### config.mk
export PLATFORM = sky130hd
export DESIGN_NAME = stream_dwc_upsize_flat
export DESIGN_NICKNAME = d
export VERILOG_FILES = /design/src/rtl/stream_dwc_upsize_if.sv /design/src/rtl/stream_dwc_upsize.sv /design/src/flat_wrapper.sv
export SDC_FILE = /design/constraint.sdc
export NUM_CORES = 1
export LEC_CHECK = 0
export CORE_ASPECT_RATIO = 1.25
export CORE_MARGIN = 1
export CORE_UTILIZATION = 56
export DETAILED_ROUTE_END_ITERATION = 6
export PLACE_DENSITY = 0.85
export SLEW_MARGIN = 20
export SYNTH_ARGS = -nofsm -noshare
export SYNTH_HDL_FRONTEND = slang
export SYNTH_SLANG_ARGS = --single-unit
### constraint.sdc
create_clock -name clock -period 2.6 [get_ports clock]
set_input_delay 0.39 -clock clock [delete_from_list [all_inputs] [get_ports clock]]
set_output_delay 0.39 -clock clock [all_outputs]
set_load 0.02 [all_outputs]
### src/rtl/stream_dwc_upsize_if.sv
// Valid/ready stream bundle for the width up-converter:
// narrow input beats in, packed output words out.
interface stream_dwc_upsize_if #(
   parameter int IN_W  = 8,
   parameter int OUT_W = 24
);
   logic [IN_W-1:0]  i_d;
   logic             i_v;
   logic             i_r;
   logic [OUT_W-1:0] o_d;
   logic             o_v;
   logic             o_r;

   modport slave (
      input  i_d, i_v, o_r,
      output i_r, o_d, o_v
   );

   modport master (
      output i_d, i_v, o_r,
      input  i_r, o_d, o_v
   );
endinterface

### src/rtl/stream_dwc_upsize.sv
// Frame-aware stream up-converter: packs RATIO narrow beats LSB-first
// into one wide word; a short frame tail is emitted zero-padded.
module stream_dwc_upsize #(
   parameter int IN_W        = 8,
   parameter int RATIO       = 3,
   parameter int OUT_W       = IN_W * RATIO,
   parameter int FRAME_BEATS = 288,
   parameter int CNT_W       = 9
) (
   input  logic                clock,
   input  logic                reset,
   stream_dwc_upsize_if.slave  s,
   output logic [15:0]         frame_cnt,
   output logic [CNT_W-1:0]    beat_idx
);
   localparam int SW = (RATIO > 1) ? $clog2(RATIO) : 1;

   if (OUT_W != IN_W * RATIO) begin : g_bad_out_w
      $error("OUT_W must equal IN_W*RATIO");
   end
   if (RATIO < 1 || FRAME_BEATS < 1) begin : g_bad_ratio
      $error("RATIO and FRAME_BEATS must be at least 1");
   end
   if ((64'd1 << CNT_W) <= 64'(FRAME_BEATS)) begin : g_bad_cnt_w
      $error("CNT_W too narrow for FRAME_BEATS");
   end

   logic [OUT_W-1:0] acc_q, acc_d, acc_wr;
   logic [SW-1:0]    slot_q, slot_d;
   logic [CNT_W-1:0] beat_q, beat_d;
   logic [15:0]      frame_q, frame_d;
   logic [OUT_W-1:0] od_q, od_d;
   logic             ov_q, ov_d;
   logic             last_q, last_d;
   logic             last_beat;
   logic             closing;
   logic             ready;
   logic             take;

   always_comb begin
      last_beat = (beat_q == CNT_W'(FRAME_BEATS - 1));
      closing   = (slot_q == SW'(RATIO - 1)) || last_beat;
      // Only a word-closing beat needs the output register free.
      ready     = !(closing && ov_q && !s.o_r);
      take      = s.i_v && ready;

      acc_wr = acc_q;
      if (take) begin
         acc_wr[int'(slot_q) * IN_W +: IN_W] = s.i_d;
      end

      acc_d   = acc_q;
      slot_d  = slot_q;
      beat_d  = beat_q;
      frame_d = frame_q;
      od_d    = od_q;
      ov_d    = ov_q;
      last_d  = last_q;

      if (ov_q && s.o_r) begin
         ov_d = 1'b0;
         if (last_q) begin
            frame_d = frame_q + 16'd1;
         end
      end

      if (take) begin
         beat_d = last_beat ? '0 : beat_q + 1'b1;
         if (closing) begin
            od_d   = acc_wr;
            ov_d   = 1'b1;
            last_d = last_beat;
            acc_d  = '0;
            slot_d = '0;
         end else begin
            acc_d  = acc_wr;
            slot_d = slot_q + 1'b1;
         end
      end
   end

   always_ff @(posedge clock) begin
      if (reset) begin
         acc_q   <= '0;
         slot_q  <= '0;
         beat_q  <= '0;
         frame_q <= '0;
         od_q    <= '0;
         ov_q    <= 1'b0;
         last_q  <= 1'b0;
      end else begin
         acc_q   <= acc_d;
         slot_q  <= slot_d;
         beat_q  <= beat_d;
         frame_q <= frame_d;
         od_q    <= od_d;
         ov_q    <= ov_d;
         last_q  <= last_d;
      end
   end

   assign s.i_r     = ready;
   assign s.o_d     = od_q;
   assign s.o_v     = ov_q;
   assign frame_cnt = frame_q;
   assign beat_idx  = beat_q;
endmodule
### src/flat_wrapper.sv
// flat-port wrapper written by rule: the top's interface ports become plain ports
module stream_dwc_upsize_flat 
#(
   parameter int IN_W        = 8,
   parameter int RATIO       = 3,
   parameter int OUT_W       = IN_W * RATIO,
   parameter int FRAME_BEATS = 288,
   parameter int CNT_W       = 9
)
  (clock, reset, frame_cnt, beat_idx, s_i_d, s_i_v, s_o_r, s_i_r, s_o_d, s_o_v);
  stream_dwc_upsize_if #(.IN_W(IN_W), .OUT_W(OUT_W)) s_i ();
  input  logic clock;
  input  logic reset;
  output logic [15:0] frame_cnt;
  output logic [CNT_W-1:0] beat_idx;
  input wire logic [$bits(s_i.i_d)-1:0] s_i_d;
  input wire logic [$bits(s_i.i_v)-1:0] s_i_v;
  input wire logic [$bits(s_i.o_r)-1:0] s_o_r;
  output wire logic [$bits(s_i.i_r)-1:0] s_i_r;
  output wire logic [$bits(s_i.o_d)-1:0] s_o_d;
  output wire logic [$bits(s_i.o_v)-1:0] s_o_v;
  assign s_i.i_d = s_i_d;
  assign s_i.i_v = s_i_v;
  assign s_i.o_r = s_o_r;
  assign s_i_r = s_i.i_r;
  assign s_o_d = s_i.o_d;
  assign s_o_v = s_i.o_v;
  stream_dwc_upsize #(.IN_W(IN_W), .RATIO(RATIO), .OUT_W(OUT_W), .FRAME_BEATS(FRAME_BEATS), .CNT_W(CNT_W)) u_core (.clock(clock), .reset(reset), .s(s_i), .frame_cnt(frame_cnt), .beat_idx(beat_idx));
endmodule
==> flow_summary.json, run 1 <==
{
  "floorplan.initialDensity": 0.586,
  "coreArea_mm2": 0.00586,
  "synth_common_cells": "dfxtp_1, a21oi_1, nor3_1",
  "areaGrowthSynthToFinish_pct": 26.0,
  "combinationalPowerShare": 0.110,
  "synth_fp_nets": 414,
  "clk_transition_reported_paths_ns": 0.07,
  "crit_arrival_ns": 2.07,
  "grt_first_pass_wirelength_um": 14000,
  "cts_htree_levels": 3,
  "finish.net_count": 467,
  "final_cycle_utilization_of_the_critical_path": 0.945,
  "critical_path_class": "register to output port",
  "synth_edf_count": 0,
  "drv_cap": 0,
  "hold_viol": 0,
  "place.port_buffers": 62,
  "routedWlPerCell_um": 15.5,
  "total_switching_power_w": 0.000619,
  "setup.worst_path.start_class": "register",
  "fin_crit_ns": 2.46,
  "final_antenna_net_count": 0,
  "yosys.area.top_type_share": 0.449,
  "crit_fanout": 11,
  "ir_worst_vdd_mv": 0.471,
  "ys.warnings.count": 0,
  "ctsRootBufferMaster": "clkbuf_8",
  "chipWidth_um": 72.0,
  "pwr_density_cell_mw_per_mm2": 570,
  "floorplan.die_area_mm2": 0.00644,
  "setup_repair_after_global_routing_missed_its_margin": "false",
  "setup_viol_count_final": 0,
  "dieHeight_um": 89.5,
  "dr_total_vias": 3163,
  "largest_net_degree_at_the_start_of_global_routing": 49,
  "grtUsageTotal": 0.279,
  "dr.first_iter.drc_count": 196,
  "seq_power_share": 0.496,
  "share_of_power_burned_in_the_clock_network": 0.394,
  "async_reset_ff_frac": 0,
  "io_pins": 63,
  "design_internal_power_w": 0.00184,
  "placed_instances": 520,
  "grt_overflow": 0,
  "synthDominantAreaCellType": "dfxtp_1",
  "post_synth_num_cell_types": 47,
  "critPathCaptureType": "output port",
  "cts_buffers": 9,
  "layout.filler_cells": 468,
  "yosys.cell_count.top_type": "dfxtp_1",
  "worst_slew_pin_slew_ns": 0.834,
  "syn-cell-area_mm2": 0.00343,
  "detailedRoute.firstPassIterationCount": 5,
  "yosysSeqAreaShare": 0.449,
  "detailed_placement_wirelength_estimate_um": 5640,
  "min_path_type": "register to register",
  "final-max-slew-violation-count": 0,
  "std_cell_rows": 31,
  "fmax_ghz": 0.407,
  "avg_synthesized_cell_area_um2": 8.66,
  "count_of_unresolved_drc_violations_after_routing": 0,
  "viasPerCell": 5.91,
  "postSynth.topFlopCell": "dfxtp_1",
  "grt_pass1_vias": 3045,
  "p_sw_frac": 0.251,
  "synthesis.instances": 396,
  "run_status": "completed",
  "routabilityCongestion": 0.835,
  "power_leakage_nw": 1.45,
  "clockBufferDepth": 2,
  "num_antenna_cells": 0,
  "clock-sinks": 77,
  "fin_setup_tns_ns": 0,
  "fin_worst_skew_ns": 0.0113,
  "antenna_found_initial": 0,
  "worst-endpoint-required_ns": 2.21,
  "final_cell_count_no_fill": 535,
  "synth.area.top_cells": "dfxtp_1, a21oi_1, nor3_1",
  "finish.utilization": 0.738,
  "wl_um": 8310,
  "post_route_cells_drive_above_1_share": 0.0706,
  "worstSkewPairLatency_ns": 0.35,
  "clock_tree_from_tritoncts": "yes",
  "ys_seq_elements": 77,
  "timing.slew.headroom": 0.444
}
==> layout by cell type (no fill, tap or decap), types with 2 or more instances in the layout <==
cell	synthesis	layout
nand2_1	29	29
o21ai_1	6	6
nor2_1	17	17
clkinvlp_4	0	2
buf_4	1	9
mux2i_1	2	2
xnor2_1	3	3
a21oi_1	56	56
a22oi_1	8	8
a22o_1	16	16
clkdlybuf4s50_1	0	61
or4_1	4	4
o21ai_0	2	2
inv_1	4	4
clkbuf_8	0	9
and4_1	4	4
or3_1	4	4
nand4_1	5	5
a211oi_1	8	8
nand2b_1	6	6
xor2_1	8	8
dfxtp_1	77	76
nand3_1	25	25
bufinv_16	0	2
ha_1	6	6
nor3b_1	8	8
and4b_1	2	2
nor3_1	35	35
o31ai_1	4	4
and3_1	4	4
a21boi_1	2	2
and2_1	3	3
mux2_1	3	3
==> registers in the layout (all words and copies together), names as in the netlist <==
name              count
u_core.acc_q         24
u_core.beat_idx       9
u_core.frame_cnt     16
u_core.last_q         1
u_core.s.o_d         24
u_core.s.o_v          1
u_core.slot_q         2
==> cell type report <==
type / instances / area [um^2] / area share
clock buffers: 9 / 124 / 0.0287
clock inverters: 6 / 88.8 / 0.0205
inverters: 5 / 21.3 / 0.00492
multi-input cells: 284 / 1740 / 0.403
flip-flops and latches: 77 / 1540 / 0.357
well taps: 82 / 103 / 0.0237
repair buffers: 72 / 703 / 0.163
==> logic make-up after synthesis <==
| group | after synthesis | synth area share |
|---|---|---|
| and+or+nand+nor | 155 | 0.245 |
| adders and majority gates | 6 | 0.0219 |
| xor gates and xnor gates | 11 | 0.0281 |
| muxes | 5 | 0.0157 |
| DFF | 77 | 0.449 |
| AOI/OAI and AO/OA | 107 | 0.197 |
| buffers and inverters | 35 | 0.0430 |
==> worst max-delay path, stage by stage (launching register included) <==
cell             delay (ns)
dfxtp_2                0.39
inv_1                  0.11
ha_1                   0.31
inv_4                  0.16
o21ai_2                0.08
nand2b_1               0.08
clkdlybuf4s50_1        0.60
==> per-stage QoR <==
step / instance area, um^2 / setup slack [ns] / total power [W] / hold slack [ns]
finish: 4320 / 0.143 / 0.00246 / 0.471
CTS: 4320 / 0.0153 / 0.00248 / 0.471
global route: 4320 / 0.0571 / 0.00256 / 0.487
detailed placement: 4110 / 0.391 / 0.00152 / 0.460
floorplan: 3430 / 0.585 / 0.00141 / 0.448
global placement: 4110 / 0.414 / 0.00151 / 0.453
==> layer usage <==
metal | vias up | part of all wire | track usage
li1 | 1554 | - | -
met1 | 1481 | 0.43 | 0.329
met2 | 110 | 0.49 | 0.480
met3 | 18 | 0.050 | 0.0417
met4 | 0 | 0.025 | 0.171
met5 | - | 0 | 0
==> power groups by stage <==
stage / Sequential (W) / Combinational, W / Clock, W
2_1_floorplan: 0.00127 / 0.000148 / 0
3_3_place_gp: 0.00125 / 0.000261 / 0
5_1_grt: 0.00123 / 0.000295 / 0.00104
6_report: 0.00122 / 0.000271 / 0.000970
3_5_place_dp: 0.00125 / 0.000266 / 0
4_1_cts: 0.00122 / 0.000268 / 0.000985
==> path summary, 6_finish.rpt <==
| path | from | to | slack [ns] | depth (start not counted) |
|---|---|---|---|---|
| setup / recovery | u_core.slot_q[0] | s_i_r | 0.14 | 6 |
| hold / removal | u_core.acc_q[14] | u_core.acc_q[14] | 0.47 | 2 |
| setup reg to reg | u_core.slot_q[0] | u_core.beat_idx[4] | 0.57 | 6 |
| hold reg to reg | u_core.acc_q[14] | u_core.acc_q[14] | 0.47 | 2 |
==> what timing repair did <==
item                                    in CTS  in global routing
endpoints found under the setup margin       0                  1
endpoints found under the hold margin        0                  0
hold buffers                                 0                  0
buffers inserted                             0                  0
gates resized for setup                      0                  2
No activity file was read; power rests on OpenSTA's default activity.
==> run 2: changes to the inputs <==
--- a/config.mk
+++ b/config.mk
@@ -5,11 +5,10 @@
 export SDC_FILE = /design/constraint.sdc
 export NUM_CORES = 1
 export LEC_CHECK = 0
-export CORE_ASPECT_RATIO = 1.25
 export CORE_MARGIN = 1
 export CORE_UTILIZATION = 56
 export DETAILED_ROUTE_END_ITERATION = 6
-export PLACE_DENSITY = 0.85
+export PLACE_DENSITY = 0.92
 export SLEW_MARGIN = 20
 export SYNTH_ARGS = -nofsm -noshare
 export SYNTH_HDL_FRONTEND = slang
==> flow_summary.json, run 2 (same netlist as run 1, synthesis figures left out) <==
{
  "mostFrequentLayoutCell": "dfxtp_1",
  "crit_arrival_ns": 2.09,
  "place.port_buffers": 62,
  "dieHeight_um": 80.3,
  "largest_net_degree_at_the_start_of_global_routing": 34,
  "rr_worst_depth": 6,
  "finish.utilization": 0.726,
  "cp-startpoint": "u_core.slot_q[0]",
  "fin_crit_ns": 2.48,
  "finish.net_count": 469,
  "grtUsageTotal": 0.269,
  "power_leakage_nw": 1.45,
  "final_cycle_utilization_of_the_critical_path": 0.953,
  "timing.slew.headroom": 0.688,
  "setup_viol_count_final": 0,
  "cts-hold-fix-buffers": 0,
  "floorplan.initialDensity": 0.579,
  "chipWidth_um": 80.3,
  "ir_worst_vdd_mv": 0.407,
  "clockBufferDepth": 2,
  "hold_viol": 0,
  "clock-sinks": 77,
  "grt_first_pass_wirelength_um": 13600,
  "critPathCaptureType": "output port",
  "cts_htree_levels": 3,
  "worst-endpoint-required_ns": 2.21,
  "dr_total_vias": 3217,
  "run_status": "completed",
  "coreArea_mm2": 0.00592,
  "viasPerCell": 6.06,
  "cts_buffers": 9,
  "drv_cap": 0,
  "num_antenna_cells": 0,
  "layout.cells.most_common_list": "dfxtp_1, clkdlybuf4s50_1, a21oi_1",
  "crit_fanout": 11,
  "std_cell_rows": 28,
  "grt_pass1_vias": 3051,
  "clock_tree_from_tritoncts": "yes",
  "worstSkewPairLatency_ns": 0.34,
  "post_route_cells_drive_above_1_share": 0.0724,
  "setup.worst_path.start_class": "register",
  "wl_um": 8230,
  "clk_transition_reported_paths_ns": 0.07,
  "antenna_found_initial": 0,
  "floorplan.die_area_mm2": 0.00644,
  "fmax_ghz": 0.403,
  "setup_repair_after_global_routing_missed_its_margin": "false",
  "placed_instances": 515,
  "critical_path_class": "register to output port",
  "postCtsSetupRepairBufs": 0,
  "holdWs_ns": 0.475,
  "worst_slew_pin_slew_ns": 0.468,
  "min_path_type": "register to register",
  "rrSetupSlack_ns": 0.60,
  "endpoint": "s_i_r",
  "dr.first_iter.drc_count": 188,
  "fin_setup_tns_ns": 0,
  "final_antenna_net_count": 0,
  "detailedRoute.firstPassIterationCount": 6,
  "r2r_start": "u_core.beat_idx[0]",
  "routabilityCongestion": 0.862,
  "rr_endpoint": "u_core.acc_q[2]",
  "count_of_unresolved_drc_violations_after_routing": 0,
  "areaGrowthSynthToFinish_pct": 25.3,
  "routedWlPerCell_um": 15.5,
  "final_cell_count_no_fill": 531,
  "pwr_density_cell_mw_per_mm2": 554,
  "detailed_placement_wirelength_estimate_um": 5750,
  "io_pins": 63,
  "fin_worst_skew_ns": 0.00648,
  "ctsRootBufferMaster": "clkbuf_8",
  "final-max-slew-violation-count": 0,
  "grt_overflow": 0
}
==> run 2: how the worst min path moves through the flow <==
stage                     start               end  slack [ns]  cells past startpoint
2_1_floorplan   u_core.acc_q[0]   u_core.acc_q[0]        0.45                      2
3_3_place_gp   u_core.acc_q[15]  u_core.acc_q[15]        0.45                      2
3_5_place_dp   u_core.acc_q[13]  u_core.acc_q[13]        0.46                      2
4_1_cts        u_core.acc_q[13]  u_core.acc_q[13]        0.47                      2
5_1_grt         u_core.acc_q[7]   u_core.acc_q[7]        0.50                      2
6_report       u_core.acc_q[13]  u_core.acc_q[13]        0.48                      2
==> run 2: layout make-up <==
cell class | instances | area [um^2]
Fill cell | 426 | 1620
Timing Repair Buffer | 74 | 706
Inverter | 5 | 21.3
Clock inverter | 4 | 47.5
Tap cell | 75 | 93.8
Multi-Input combinational cell | 284 | 1740
Sequential cell | 77 | 1540
Clock buffer | 12 | 145
==> run 2: worst max-delay path, stage by stage, from the launching register on <==
cell	delay, ns
dfxtp_2	0.39
inv_1	0.11
ha_1	0.31
inv_4	0.16
o21ai_2	0.08
nand2b_1	0.10
clkdlybuf4s50_1	0.61
==> run 2: through the flow <==
step / area [um^2] / total power [W] / setup slack (ns)
finish: 4300 / 0.00238 / 0.121
global route: 4300 / 0.00247 / 0.0443
CTS: 4290 / 0.00238 / 0.00621
detailed placement: 4100 / 0.00151 / 0.366
global placement: 4100 / 0.00151 / 0.397
floorplan: 3430 / 0.00141 / 0.585
==> run 2: timing repair <==
action                                 4_1_cts  5_1_grt
endpoints found under the hold margin        0        0
setup endpoints to repair                    0        1
resized for setup                            0        2
==> run 2: routing by layer <==
| metal | global-route usage | up-vias | wire (um) |
|---|---|---|---|
| met5 | 0 | - | 0 |
| met4 | 0.118 | 0 | 185 |
| met3 | 0.0466 | 22 | 403 |
| met2 | 0.466 | 120 | 3970 |
| met1 | 0.324 | 1518 | 3670 |
| li1 | - | 1557 | - |
==> run 2: power by group <==
| group | total [W] | leakage [nW] | switching (W) | internal (W) |
|---|---|---|---|---|
| combinational | 0.000271 | 0.732 | 0.000165 | 0.000106 |
| clock | 0.000885 | 0.0964 | 0.000418 | 0.000468 |
| sequential | 0.00122 | 0.622 | 0.0000195 | 0.00120 |
